**src/rtl/pci_pkg.sv**
```systemverilog
// Shared definitions for the central PCI bus arbiter.
package pci_pkg;

    // Index width wide enough for the largest supported master count (8).
    localparam int IDX_W = 3;

    localparam logic [1:0] PARK   = 2'd0;
    localparam logic [1:0] GRANT  = 2'd1;
    localparam logic [1:0] BUSY   = 2'd2;
    localparam logic [1:0] SWITCH = 2'd3;

    function automatic logic bus_idle(
        input logic frame,
        input logic irdy
    );
        return frame & irdy;
    endfunction

endpackage

```
**src/rtl/pci_bus_arbiter_if.sv**
```systemverilog
// Arbiter-facing PCI bus bundle: request/grant lines and shared bus sense.
interface pci_bus_arbiter_if #(
    parameter int NUM_MASTERS = 4
);
    localparam int W = $clog2(NUM_MASTERS);

    logic [NUM_MASTERS-1:0] req;
    logic                   frame;
    logic                   irdy;
    logic [NUM_MASTERS-1:0] gnt;
    logic [W-1:0]           owner;
    logic                   busy;

    modport master (
        input  req, frame, irdy,
        output gnt, owner, busy
    );

    modport slave (
        output req, frame, irdy,
        input  gnt, owner, busy
    );

endinterface

```
**src/rtl/pci_rr_picker.sv**
```systemverilog
// Round-robin winner select over active-low requests, starting after ptr.
module pci_rr_picker
    import pci_pkg::*;
#(
    parameter int NUM_MASTERS = 4
) (
    input  logic [NUM_MASTERS-1:0]         req,
    input  logic [$clog2(NUM_MASTERS)-1:0] ptr,
    output logic [$clog2(NUM_MASTERS)-1:0] winner,
    output logic                           valid
);
    localparam int W  = $clog2(NUM_MASTERS);
    localparam int JW = IDX_W + 1;

    // Scan from farthest to nearest so the nearest requester wins last.
    always_comb begin
        logic [JW-1:0] j;
        logic [W-1:0]  cand;
        winner = '0;
        valid  = 1'b0;
        j      = '0;
        cand   = '0;
        for (int i = NUM_MASTERS; i >= 1; i--) begin
            j = JW'(ptr) + JW'(i);
            if (j >= JW'(NUM_MASTERS)) begin
                j = j - JW'(NUM_MASTERS);
            end
            cand = W'(j);
            if (!req[cand]) begin
                winner = cand;
                valid  = 1'b1;
            end
        end
    end

endmodule

```
**src/rtl/pci_bus_arbiter.sv**
```systemverilog
// Central PCI arbiter: round-robin grants, bus parking, unused-grant
// timeout and hidden-arbitration preemption of the current owner.
module pci_bus_arbiter
    import pci_pkg::*;
#(
    parameter int NUM_MASTERS = 4,
    parameter int TIMEOUT     = 16,
    parameter int PARK_MASTER = 0
) (
    input logic               clk,
    input logic               rst,
    pci_bus_arbiter_if.master bus
);
    localparam int W  = $clog2(NUM_MASTERS);
    localparam int TW = $clog2(TIMEOUT) + 1;

    localparam logic [W-1:0]  PARK_IDX = W'(PARK_MASTER);
    localparam logic [TW-1:0] T_LAST   = TW'(TIMEOUT - 1);

    logic [1:0]             state_q, state_d;
    logic [W-1:0]           owner_q, owner_d;
    logic [W-1:0]           ptr_q, ptr_d;
    logic [TW-1:0]          timer_q, timer_d;
    logic [NUM_MASTERS-1:0] gnt_q, gnt_d;
    logic                   busy_q, busy_d;
    logic                   preempt_q, preempt_d;

    logic [W-1:0]           winner;
    logic                   win_vld;
    logic                   idle;
    logic [NUM_MASTERS-1:0] others;

    pci_rr_picker #(
        .NUM_MASTERS(NUM_MASTERS)
    ) u_pick (
        .req   (bus.req),
        .ptr   (ptr_q),
        .winner(winner),
        .valid (win_vld)
    );

    assign idle = bus_idle(bus.frame, bus.irdy);

    always_comb begin
        others         = ~bus.req;
        others[owner_q] = 1'b0;
    end

    always_comb begin
        state_d   = state_q;
        owner_d   = owner_q;
        ptr_d     = ptr_q;
        timer_d   = timer_q;
        preempt_d = 1'b0;
        case (state_q)
            PARK: begin
                owner_d = PARK_IDX;
                if (!bus.frame) begin
                    state_d = BUSY;
                end else if (win_vld && winner == PARK_IDX) begin
                    state_d = GRANT;
                    timer_d = '0;
                end else if (win_vld) begin
                    state_d = SWITCH;
                end
            end
            GRANT: begin
                if (timer_q != '1) begin
                    timer_d = timer_q + 1'b1;
                end
                if (!bus.frame) begin
                    state_d = BUSY;
                    timer_d = '0;
                    ptr_d   = owner_q;
                end else if (bus.req[owner_q]) begin
                    state_d = SWITCH;
                end else if (timer_q >= T_LAST && idle) begin
                    state_d = SWITCH;
                    ptr_d   = owner_q;
                end
            end
            BUSY: begin
                preempt_d = preempt_q | (|others);
                // Handing the parked grant to a different master still
                // goes through a turnaround cycle.
                if (idle) begin
                    if (preempt_d) begin
                        state_d = SWITCH;
                    end else if (!bus.req[owner_q]) begin
                        state_d = GRANT;
                        timer_d = '0;
                    end else if (owner_q == PARK_IDX) begin
                        state_d = PARK;
                    end else begin
                        state_d = SWITCH;
                    end
                end
            end
            default: begin
                if (idle) begin
                    if (win_vld) begin
                        state_d = GRANT;
                        owner_d = winner;
                        timer_d = '0;
                    end else begin
                        state_d = PARK;
                        owner_d = PARK_IDX;
                    end
                end
            end
        endcase
        if (state_d != BUSY) begin
            preempt_d = 1'b0;
        end
    end

    always_comb begin
        gnt_d  = '1;
        busy_d = (state_d == BUSY);
        case (state_d)
            PARK:  gnt_d[PARK_IDX] = 1'b0;
            GRANT: gnt_d[owner_d]  = 1'b0;
            BUSY: begin
                if (!preempt_d) begin
                    gnt_d[owner_d] = 1'b0;
                end
            end
            default: ;
        endcase
    end

    always_ff @(posedge clk or posedge rst) begin
        if (rst) begin
            state_q   <= SWITCH;
            owner_q   <= PARK_IDX;
            ptr_q     <= PARK_IDX;
            timer_q   <= '0;
            gnt_q     <= '1;
            busy_q    <= 1'b0;
            preempt_q <= 1'b0;
        end else begin
            state_q   <= state_d;
            owner_q   <= owner_d;
            ptr_q     <= ptr_d;
            timer_q   <= timer_d;
            gnt_q     <= gnt_d;
            busy_q    <= busy_d;
            preempt_q <= preempt_d;
        end
    end

    assign bus.gnt   = gnt_q;
    assign bus.owner = owner_q;
    assign bus.busy  = busy_q;

endmodule

```
**src/flat_wrapper.sv**
```systemverilog
// flat-port wrapper written by rule: the top's interface ports become plain ports
module pci_bus_arbiter_flat import pci_pkg::*;
#(
    parameter int NUM_MASTERS = 4,
    parameter int TIMEOUT     = 16,
    parameter int PARK_MASTER = 0
)
  (clk, rst, bus_req, bus_frame, bus_irdy, bus_gnt, bus_owner, bus_busy);
  pci_bus_arbiter_if #(.NUM_MASTERS(NUM_MASTERS)) bus_i ();
  input logic clk;
  input logic rst;
  input wire logic [$bits(bus_i.req)-1:0] bus_req;
  input wire logic [$bits(bus_i.frame)-1:0] bus_frame;
  input wire logic [$bits(bus_i.irdy)-1:0] bus_irdy;
  output wire logic [$bits(bus_i.gnt)-1:0] bus_gnt;
  output wire logic [$bits(bus_i.owner)-1:0] bus_owner;
  output wire logic [$bits(bus_i.busy)-1:0] bus_busy;
  assign bus_i.req = bus_req;
  assign bus_i.frame = bus_frame;
  assign bus_i.irdy = bus_irdy;
  assign bus_gnt = bus_i.gnt;
  assign bus_owner = bus_i.owner;
  assign bus_busy = bus_i.busy;
  pci_bus_arbiter #(.NUM_MASTERS(NUM_MASTERS), .TIMEOUT(TIMEOUT), .PARK_MASTER(PARK_MASTER)) u_core (.clk(clk), .rst(rst), .bus(bus_i));
endmodule
```
**config.mk**
```make
export PLATFORM = sky130hd
export DESIGN_NAME = pci_bus_arbiter_flat
export DESIGN_NICKNAME = d
export VERILOG_FILES = /design/src/rtl/pci_pkg.sv /design/src/rtl/pci_bus_arbiter_if.sv /design/src/rtl/pci_rr_picker.sv /design/src/rtl/pci_bus_arbiter.sv /design/src/flat_wrapper.sv
export SDC_FILE = /design/constraint.sdc
export NUM_CORES = 1
export LEC_CHECK = 0
export BUFFER_PORTS_ARGS = -buffer_cell sky130_fd_sc_hd__buf_2
export CORE_AREA = 3 3 65 52
export CTS_CLUSTER_DIAMETER = 150
export DETAILED_ROUTE_END_ITERATION = 16
export DIE_AREA = 0 0 68 55
export PLACE_DENSITY = 0.82
export SYNTH_ARGS = -nofsm -noshare
export SYNTH_HDL_FRONTEND = slang
export SYNTH_HIERARCHICAL = 1
export SYNTH_SLANG_ARGS = --single-unit
```
**constraint.sdc**
```tcl
create_clock -name clk -period 2.3 [get_ports clk]
set_input_delay 0.115 -clock clk [delete_from_list [all_inputs] [get_ports clk]]
set_output_delay 0.115 -clock clk [all_outputs]
set_load 0.01 [all_outputs]
```
==> flow_metrics.py, run 1 <==
metrics = {
    "run_status": {
        "status": "complete, but fails checks",
        "violations": "setup timing",
    },
    "clock_network": {
        "clockBufferDepth": 2,
        "clk_pin_slew_ps": 70,
        "clk_latency_ps": 250,
        "clkSinkCount": 17,
        "cts-buffers-inserted": 3,
        "clock-root-buffer": "clkbuf_8",
        "h-tree-depth": 1,
        "cts_tree": "built",
    },
    "global_route": {
        "grt_usage": 0.227,
        "grt_overflow": 0,
        "grt_pass1_vias": 1353,
        "grt_pass1_wl_um": 6250,
        "antenna_found_initial": 0,
        "grt_max_degree": 18,
    },
    "die": {
        "boundaryPins": 15,
        "die_h_um": 55,
        "rows": 17,
        "dieArea_um2": 3740,
        "core_um2": 2850,
        "fp.dieW_um": 68,
        "initial_core_util": 0.496,
    },
    "sta": {
        "final.period_utilization": 1.03,
        "rsz0062_at_grt": "true",
        "finalSetupViolCount": 5,
        "final.min_clock_period_ps": 2380,
        "skew_ps": 2.62,
        "final-hold-violation-count": 0,
        "tightest_slew_ps": 658,
        "layout_setup_ws_ps": -77.5,
        "slew_headroom": 0.561,
        "hold_ws_ps": 391,
        "drv_slew": 0,
        "max_clock_freq_mhz": 421,
    },
    "pwr": {
        "peakVddDrop_uv": 1230,
        "powerDensity_nw_per_um2": 1240,
        "totalPowerFinal_mw": 2.43,
        "p_leak_nw": 0.831,
    },
    "yosys": {
        "synth-edff-count": 0,
        "ys_seq_area_frac": 0.306,
        "ys_top_cells_by_count": "o21ai_0, nor2_1, dfrtp_1, inv_1",
        "synthArstFlopShare": 1.00,
        "ys_warn_count": 6,
        "synth-seq-cells": 17,
        "ys_types": 51,
        "syn-num-nets": 172,
        "yosysTopAreaCellShare": 0.195,
        "synthTopCellsByArea": "dfrtp_1, dfstp_2, ha_1",
        "yosysTopAreaCell": "dfrtp_1",
        "synth_most_common_cell": "o21ai_0",
        "synth_flop_cell": "dfrtp_1",
        "synth_cells": 154,
        "syn_area_per_cell_um2": 9.19,
        "synth_area_um2": 1420,
    },
    "final_layout": {
        "area_growth_pct": 38.5,
        "fin_util": 0.687,
        "layout.nets": 216,
        "final_cell_area_um2": 1960,
        "finalNonFillerCells": 235,
        "drive_above_1_share": 0.513,
        "antenna_cells": 0,
    },
    "place": {
        "dpl_cell_area_um2": 1680,
        "port_buffers": 14,
        "dp_cells": 221,
        "gp_congestion": 0.969,
        "dp_hpwl_um": 2760,
    },
    "route": {
        "ant_nets": 0,
        "wire_per_inst_um": 17.7,
        "drt_iter0_drc": 86,
        "vias": 1435,
        "routed_wl_um": 4150,
        "via_per_inst": 6.11,
        "drt_pre_antenna_iters": 4,
        "drc": 0,
    },
    "setup_path": {
        "crit_type": "flop to flop",
        "worstPathCellList": "ha_2, and3_4, ha_4, nor2_2, o21a_1, buf_4, o21ai_1, nand2_1, a41oi_4, buf_4, ha_2, a2111oi_4, a21oi_1",
        "path_max_fanout": 3,
        "worst-path-buf-inv": 2,
        "required_ps": 2480,
        "arrival_ps": 2550,
        "slowest_stage": "dfrtp_1",
        "r2r_start": "u_core/timer_q[0]$_DFFE_PP0P_",
        "setup.worst_path.start": "u_core/timer_q[0]$_DFFE_PP0P_",
        "worstSetupStartpointType": "flop",
        "critPathCaptureType": "flop",
        "max_stage_delay_ps": 390,
        "path_delay_family": "compound AO/OA/AOI/OAI gates",
    },
    "hold_path": {
        "hold_path.class": "input pin to flop",
        "hold_start": "bus_frame",
    },
    "job": {
        "maxCapViolations": 0,
    },
}
## state kept, by name, indices dropped and copies added (netlist names)
signal and cells:
u_core/bus.owner 2, u_core/bus.busy 1, u_core/bus.gnt 4, u_core/state_q 2, u_core/timer_q 5, u_core/preempt_q 1
u_core/ptr_q 2
## area by class of cell
type | count | area, µm²
clock buffers | 4 | 45.0
flip-flops and latches | 17 | 435
fillers | 213 | 891
well taps | 38 | 47.5
inverters | 12 | 45.0
multi-input cells | 118 | 1070
repair buffers | 46 | 320
## worst register-to-register path: cells and delay by family, from the launching register on
family	cells	cell delay (ps)
flip-flops	1	390
buffers and inverters	2	300
AND/OR/NAND/NOR	3	410
AO/OA/AOI/OAI	5	670
adder cells (fa/ha/maj)	3	550
## final timing paths
path | cells past startpoint | end | slack [ps]
worst max-delay path | 13 | u_core/bus.gnt[0]$_DFF_PP1_ | -80
worst min-delay path | 4 | u_core/timer_q[2]$_DFFE_PP0P_ | 390
worst max register to register | 13 | u_core/bus.gnt[0]$_DFF_PP1_ | -80
worst min register to register | 2 | u_core/timer_q[3]$_DFFE_PP0P_ | 580
max in group asynchronous | 3 | u_core/bus.owner[0]$_DFF_PP0_ | 1340
min in group asynchronous | 3 | u_core/timer_q[3]$_DFFE_PP0P_ | 500
## where the power goes
part	switching, mW	leakage (nW)	total, mW	internal, mW
Clock	0.102	0.0228	0.225	0.123
Sequential	0.0593	0.210	0.495	0.436
Combinational	0.887	0.598	1.71	0.827
Total	1.05	0.831	2.43	1.39
## layer usage
metal / global-route usage / up-vias / wire length, µm
met5: 0 / - / 0
met4: 0.106 / 0 / 82
met3: 0.0283 / 15 / 241
met1: 0.279 / 694 / 1780
li1: - / 668 / -
met2: 0.400 / 58 / 2050
## stage by stage
stage	TNS [ps]	setup WS, ps
floorplan	0	6.10
global placement	0	10.8
detailed placement	-515	-133
CTS	-39.4	-39.4
global route	-457	-139
finish	-193	-77.5
## logic make-up after synthesis
logic type | after synthesis | share of synthesized area
adder cells (fa/ha/maj) | 10 | 0.0884
flip-flops | 17 | 0.306
AO/OA/AOI/OAI | 55 | 0.298
multiplexers | 10 | 0.0813
AND/OR/NAND/NOR | 43 | 0.168
buffers and inverters | 19 | 0.0583
## placed cells by master (no fill, tap or decap), drive strengths merged, types with 4 or more instances in the layout
cell type,netlist,final
a32oi,7,7
buf,4,45
ha,10,10
a21oi,9,9
nand2,10,10
mux2,9,9
dfstp,6,6
nor2,12,12
clkbuf,3,4
inv,12,12
o21ai,14,14
o211ai,4,4
dfrtp,11,11
## timing repair
action,4_1_cts,5_1_grt
pin swaps,12,12
hold endpoints to repair,11,0
hold buffers,1,0
setup endpoints to repair,8,8
setup buffers,6,3
resized for setup,13,24
Note: power is estimated with default switching activity, not from simulation.
==> inputs of run 2 (changes only) <==
--- a/config.mk
+++ b/config.mk
@@ -6,11 +6,11 @@
 export NUM_CORES = 1
 export LEC_CHECK = 0
 export BUFFER_PORTS_ARGS = -buffer_cell sky130_fd_sc_hd__buf_2
-export CORE_AREA = 3 3 65 52
+export CORE_AREA = 3 3 78 62
 export CTS_CLUSTER_DIAMETER = 150
 export DETAILED_ROUTE_END_ITERATION = 16
-export DIE_AREA = 0 0 68 55
-export PLACE_DENSITY = 0.82
+export DIE_AREA = 0 0 81 65
+export PLACE_DENSITY = 0.62
 export SYNTH_ARGS = -nofsm -noshare
 export SYNTH_HDL_FRONTEND = slang
 export SYNTH_HIERARCHICAL = 1
==> constraint.sdc (replaced) <==
create_clock -name clk -period 2.3 [get_ports clk]
set_input_delay 0.46 -clock clk [delete_from_list [all_inputs] [get_ports clk]]
set_output_delay 0.46 -clock clk [all_outputs]
set_load 0.01 [all_outputs]
==> run 2 against run 1 <==
Effect of this change: the flow still finishes with violations (setup timing); design area rose by 6.9%; critical path depth fell by 2; count of clock-buffer cells in the layout stayed put; critical path type unchanged; largest power group unchanged; highest routed layer unchanged.
==> flow_metrics.py, run 2 (synthesis gave the netlist of run 1 again) <==
metrics = {
    "run_status": {
        "status": "complete, but fails checks",
        "violations": "setup timing",
    },
    "die": {
        "core_um2": 4050,
        "initial_core_util": 0.349,
        "fp.dieW_um": 81,
        "boundaryPins": 15,
        "die_h_um": 65,
        "rows": 20,
        "dieArea_um2": 5270,
    },
    "place": {
        "port_buffers": 14,
        "gp_congestion": 0.887,
        "dp_cells": 254,
        "dp_hpwl_um": 3200,
    },
    "global_route": {
        "grt_max_degree": 18,
        "grt_pass1_vias": 1453,
        "grt_pass1_wl_um": 6890,
        "grt_overflow": 0,
        "grt_usage": 0.169,
        "antenna_found_initial": 0,
    },
    "clock_network": {
        "cts-buffers-inserted": 3,
        "clkSinkCount": 17,
        "cts-hold-fix-buffers": 0,
        "cts_tree": "built",
        "clk_pin_slew_ps": 60,
        "clock-root-buffer": "clkbuf_8",
        "clockBufferDepth": 2,
        "h-tree-depth": 1,
        "clk_latency_ps": 250,
    },
    "hold_path": {
        "hold_path.class": "input pin to asynchronous set/reset pin",
    },
    "route": {
        "via_per_inst": 5.37,
        "routed_wl_um": 4280,
        "drc": 0,
        "drt_iter0_drc": 71,
        "vias": 1444,
        "wire_per_inst_um": 15.9,
        "ant_nets": 0,
        "drt_pre_antenna_iters": 4,
    },
    "final_layout": {
        "regMostFlops": "u_core/timer_q",
        "layout.nets": 233,
        "mostFrequentLayoutCells": "buf_4, buf_2, nor2_1",
        "fill_cells": 394,
        "mostFrequentLayoutCell": "buf_4",
        "drive_above_1_share": 0.533,
        "fin_util": 0.517,
        "largest_register_ffs": 5,
        "area_growth_pct": 48.0,
        "finalNonFillerCells": 269,
        "antenna_cells": 0,
    },
    "pwr": {
        "peakVddDrop_uv": 532,
        "totalPowerFinal_mw": 2.62,
        "powerDensity_nw_per_um2": 1250,
        "p_leak_nw": 0.912,
    },
    "job": {
        "maxCapViolations": 0,
    },
    "setup_path": {
        "required_ps": 2450,
        "ff2ff_setup_slack_ps": -130,
        "path_max_fanout": 4,
        "worstSetupStartpointType": "flop",
        "crit_type": "flop to flop",
        "setup.worst_path.start": "u_core/timer_q[0]$_DFFE_PP0P_",
        "arrival_ps": 2580,
        "worstSetupEndpoint": "u_core/bus.gnt[1]$_DFF_PP1_",
        "r2r_start": "u_core/timer_q[0]$_DFFE_PP0P_",
        "critPathCaptureType": "flop",
        "rr_worst_depth": 11,
        "reg2reg_to": "u_core/bus.gnt[1]$_DFF_PP1_",
    },
    "sta": {
        "drv_slew": 0,
        "layout_setup_ws_ps": -127,
        "tightest_slew_ps": 684,
        "skew_ps": 3.45,
        "final.period_utilization": 1.06,
        "final.min_clock_period_ps": 2430,
        "slew_headroom": 0.544,
        "max_clock_freq_mhz": 412,
        "rsz0062_at_grt": "true",
        "finalSetupViolCount": 4,
        "final-hold-violation-count": 0,
    },
}
## run 2: cell count changes in the layout (fill, tap and decap cells not counted), moves of 2 or more
| cell | previous run | this run |
|---|---|---|
| inv_2 | 3 | 1 |
| o21ai_1 | 3 | 5 |
| mux2_2 | 6 | 8 |
| mux2_4 | 3 | 1 |
| buf_6 | 2 | 4 |
| buf_4 | 29 | 45 |
## run 2: worst min-delay path by stage
| stage | startpoint | endpoint | cells after the start |
|---|---|---|---|
| 3_3_place_gp | u_core/timer_q[3]$_DFFE_PP0P_ | u_core/timer_q[3]$_DFFE_PP0P_ | 2 |
| 2_1_floorplan | rst | u_core/bus.busy$_DFF_PP0_ | 1 |
| 3_5_place_dp | u_core/timer_q[3]$_DFFE_PP0P_ | u_core/timer_q[3]$_DFFE_PP0P_ | 2 |
| 4_1_cts | rst | u_core/timer_q[0]$_DFFE_PP0P_ | 2 |
| 6_report | rst | u_core/timer_q[0]$_DFFE_PP0P_ | 2 |
| 5_1_grt | rst | u_core/timer_q[0]$_DFFE_PP0P_ | 2 |
## run 2: power by group
part,internal (mW),switching (mW),leakage [nW]
Sequential,0.436,0.0510,0.210
Clock,0.123,0.0941,0.0228
Combinational,0.971,0.944,0.679
## run 2: final cells by class
cell class                      count  area, µm²  area share
Inverter                           12       47.5      0.0227
Multi-Input combinational cell    118       1040       0.499
Timing Repair Buffer               63        453       0.216
Clock buffer                        4       45.0      0.0215
Tap cell                           55       68.8      0.0329
Sequential cell                    17        435       0.208
## run 2: critical path: stages (launching register included)
cell	delay, ps
dfrtp_1	360
ha_2	190
and3_4	200
ha_4	110
nor2_1	30
o21a_1	150
a31o_2	270
a21oi_2	170
a311o_1	260
ha_2	260
o21ai_1	100
a32oi_1	230
## run 2: layer usage
layer	GRT usage	vias to the layer above	part of all wire
met1	0.220	702	0.42
met4	0.0443	0	0.016
li1	-	699	-
met5	0	-	0
met2	0.291	37	0.50
met3	0.0250	6	0.056
## run 2: repair_timing
item	4_1_cts	5_1_grt
endpoints found under the setup margin	8	10
buffers inserted	5	6
resized for setup	19	16
pin swaps	7	14
## run 2: metrics by stage
stage / cell area [µm²] / setup WS, ps / TNS [ps] / hold WS, ps
3_5_place_dp: 1820 / -222 / -1290 / 555
3_3_place_gp: 1820 / -173 / -795 / 556
5_1_grt: 2090 / -190 / -841 / 364
2_1_floorplan: 1440 / 6.10 / 0 / 382
4_1_cts: 1990 / -40.9 / -40.9 / 321
6_report: 2090 / -127 / -252 / 305
==> inputs of run 3 (changes only) <==
--- a/config.mk
+++ b/config.mk
@@ -5,12 +5,13 @@
 export SDC_FILE = /design/constraint.sdc
 export NUM_CORES = 1
 export LEC_CHECK = 0
+export ABC_AREA = 1
 export BUFFER_PORTS_ARGS = -buffer_cell sky130_fd_sc_hd__buf_2
-export CORE_AREA = 3 3 78 62
+export CORE_AREA = 3 3 80 63
 export CTS_CLUSTER_DIAMETER = 150
 export DETAILED_ROUTE_END_ITERATION = 16
-export DIE_AREA = 0 0 81 65
-export PLACE_DENSITY = 0.62
+export DIE_AREA = 0 0 83 66
+export PLACE_DENSITY = 0.61
 export SYNTH_ARGS = -nofsm -noshare
 export SYNTH_HDL_FRONTEND = slang
 export SYNTH_HIERARCHICAL = 1
==> constraint.sdc (replaced) <==
create_clock -name clk -period 2.41 [get_ports clk]
set_input_delay 0.482 -clock clk [delete_from_list [all_inputs] [get_ports clk]]
set_output_delay 0.482 -clock clk [all_outputs]
set_load 0.01 [all_outputs]
==> run 3 against run 2 <==
Effect of this change: the flow still finishes with violations (setup timing); synthesized area up 6.4%; design area is 6.5% lower; flip-flop and latch count did not move; sequential share of layout area up 1.4 points; non-clock buffer count decreased by 24; routed wire length is 11% lower; die area increased by 4.0%; critical path type unchanged.
==> flow_metrics.py, run 3 <==
metrics = {
    "pwr": {
        "peakVddDrop_uv": 827,
        "p_leak_nw": 1.09,
        "totalPowerFinal_mw": 2.35,
        "powerDensity_nw_per_um2": 1200,
    },
    "die": {
        "dieArea_um2": 5480,
        "fp.dieW_um": 83,
        "rows": 21,
        "initial_core_util": 0.345,
        "boundaryPins": 15,
        "die_h_um": 66,
        "core_um2": 4360,
    },
    "final_layout": {
        "largest_register_ffs": 5,
        "mostFrequentLayoutCells": "nand2_1, nand2_2, inv_1",
        "antenna_cells": 0,
        "area_growth_pct": 30.1,
        "mostFrequentLayoutCell": "nand2_1",
        "multi_input_area_um2": 1000,
        "layout.nets": 299,
        "fin_util": 0.449,
        "drive_above_1_share": 0.389,
        "regMostFlops": "u_core/timer_q",
        "fill_cells": 465,
        "seq_area_um2": 435,
    },
    "yosys": {
        "synth-seq-cells": 17,
        "ys_top_cells_by_count": "nand2_1, inv_1, nor2_1, nand2_2, nand3_1",
        "synthTopCellsByArea": "nand2_1, dfrtp_1, dfstp_2",
        "synth_most_common_cell": "nand2_1",
        "syn_area_per_cell_um2": 6.30,
        "synth_flop_cell": "dfrtp_1",
        "synth_cells": 239,
        "synthArstFlopShare": 1.00,
        "yosysTopAreaCell": "nand2_1",
        "ys_warn_count": 6,
        "syn-num-nets": 257,
        "yosysTopAreaCellShare": 0.247,
        "synth-edff-count": 0,
        "ys_seq_area_frac": 0.288,
        "ys_types": 25,
        "synth_area_um2": 1510,
    },
    "hold_path": {
        "hold_path.class": "input pin to asynchronous set/reset pin",
    },
    "place": {
        "dp_hpwl_um": 2710,
        "port_buffers": 14,
        "gp_congestion": 0.855,
    },
    "job": {
        "maxCapViolations": 0,
    },
    "global_route": {
        "antenna_found_initial": 0,
        "grt_pass1_wl_um": 6130,
        "grt_max_degree": 18,
        "grt_pass1_vias": 1374,
        "grt_overflow": 0,
        "grt_usage": 0.135,
    },
    "clock_network": {
        "clk_latency_ps": 260,
        "clkSinkCount": 17,
        "clockBufferDepth": 2,
        "clk_pin_slew_ps": 80,
        "h-tree-depth": 1,
        "cts-hold-fix-buffers": 0,
        "cts_tree": "built",
        "clock-root-buffer": "clkbuf_8",
        "cts-buffers-inserted": 3,
    },
    "route": {
        "vias": 1560,
        "wire_per_inst_um": 11.3,
        "ant_nets": 0,
        "via_per_inst": 4.63,
        "drt_iter0_drc": 85,
        "drc": 0,
        "routed_wl_um": 3790,
        "drt_pre_antenna_iters": 4,
    },
    "sta": {
        "tightest_slew_ps": 678,
        "max_clock_freq_mhz": 414,
        "skew_ps": 7.43,
        "finalSetupViolCount": 1,
        "final.period_utilization": 1.00,
        "final-hold-violation-count": 0,
        "layout_setup_ws_ps": -4.47,
        "drv_slew": 0,
        "rsz0062_at_grt": "true",
        "slew_headroom": 0.547,
        "final.min_clock_period_ps": 2410,
    },
    "setup_path": {
        "critPathCaptureType": "flop",
        "required_ps": 2610,
        "rr_worst_depth": 21,
        "path_max_fanout": 7,
        "worstSetupStartpointType": "flop",
        "arrival_ps": 2620,
        "crit_type": "flop to flop",
    },
    "run_status": {
        "status": "complete, but fails checks",
        "violations": "setup timing",
    },
}
run 3: final cells by class:
class	instances	share of cell area
Clock buffer	3	0.0211
Clock inverter	1	0.00383
Inverter	36	0.0709
Multi-Input combinational cell	184	0.512
Sequential cell	17	0.222
Tap cell	57	0.0364
Timing Repair Buffer	39	0.134
run 3: per-stage QoR:
stage | instances | cell area, µm² | setup TNS [ps] | hold WS (ps) | worst slack [ps]
2_1_floorplan | 239 | 1510 | 0 | 404 | 105
3_3_place_gp | 327 | 1770 | -386 | 507 | -98.5
3_5_place_dp | 327 | 1770 | -764 | 516 | -173
4_1_cts | 333 | 1840 | 0 | 336 | 12.7
5_1_grt | 337 | 1960 | -719 | 361 | -172
6_report | 337 | 1960 | -4.47 | 314 | -4.47
run 3: final timing paths:
check	end	startpoint	slack [ps]
max	u_core/bus.gnt[3]$_DFF_PP1_	u_core/ptr_q[0]$_DFFE_PP0P_	-4
min in group clk	u_core/timer_q[3]$_DFFE_PP0P_	u_core/timer_q[3]$_DFFE_PP0P_	540
max in group asynchronous	u_core/bus.owner[0]$_DFF_PP0_	rst	1630
min reg2reg	u_core/timer_q[3]$_DFFE_PP0P_	u_core/timer_q[3]$_DFFE_PP0P_	540
max reg2reg	u_core/bus.gnt[3]$_DFF_PP1_	u_core/ptr_q[0]$_DFFE_PP0P_	-4
min	u_core/ptr_q[1]$_DFFE_PP0P_	rst	310
run 3: where the power goes:
group / internal (mW) / switching [mW] / total [mW]
clock: 0.116 / 0.106 / 0.223
sequential: 0.421 / 0.0781 / 0.499
combinational: 0.709 / 0.919 / 1.63
run 3: cell families (layout without fill, tap and decap cells):
kind of cell | count (synthesis) | after routing | share of synthesized area
and+or+nand+nor | 150 | 150 | 0.432
buffers and inverters | 38 | 79 | 0.106
AOI/OAI and AO/OA | 24 | 24 | 0.0914
DFF | 17 | 17 | 0.288
adders and majority gates | 10 | 10 | 0.0831
run 3: critical path, stage by stage, from the launching register on:
cell	delay (ps)
dfrtp_2	450
inv_4	110
nand2_2	70
nand2_4	90
nand2_2	60
nand2_2	70
nand2_2	60
nand2_1	90
nand2_1	70
nand2_2	80
inv_2	30
nand3_2	50
nand2_2	60
o21ai_2	160
a21oi_2	60
a21oi_2	160
ha_2	210
inv_2	30
or2_4	250
nand2_1	70
nand2_1	40
nand2_1	60
run 3: repair_timing:
| action | CTS | global route |
|---|---|---|
| pin swaps | 1 | 22 |
| gates cloned | 0 | 0 |
| setup buffers | 2 | 4 |
| setup endpoints to repair | 5 | 5 |
| gates resized for setup | 3 | 36 |
run 3: metal layers:
layer,GRT usage,vias to the layer above,part of all wire
li1,-,811,-
met1,0.194,718,0.52
met2,0.204,25,0.44
met3,0.0361,6,0.037
met4,0.0245,0,0.0084
met5,0,-,0
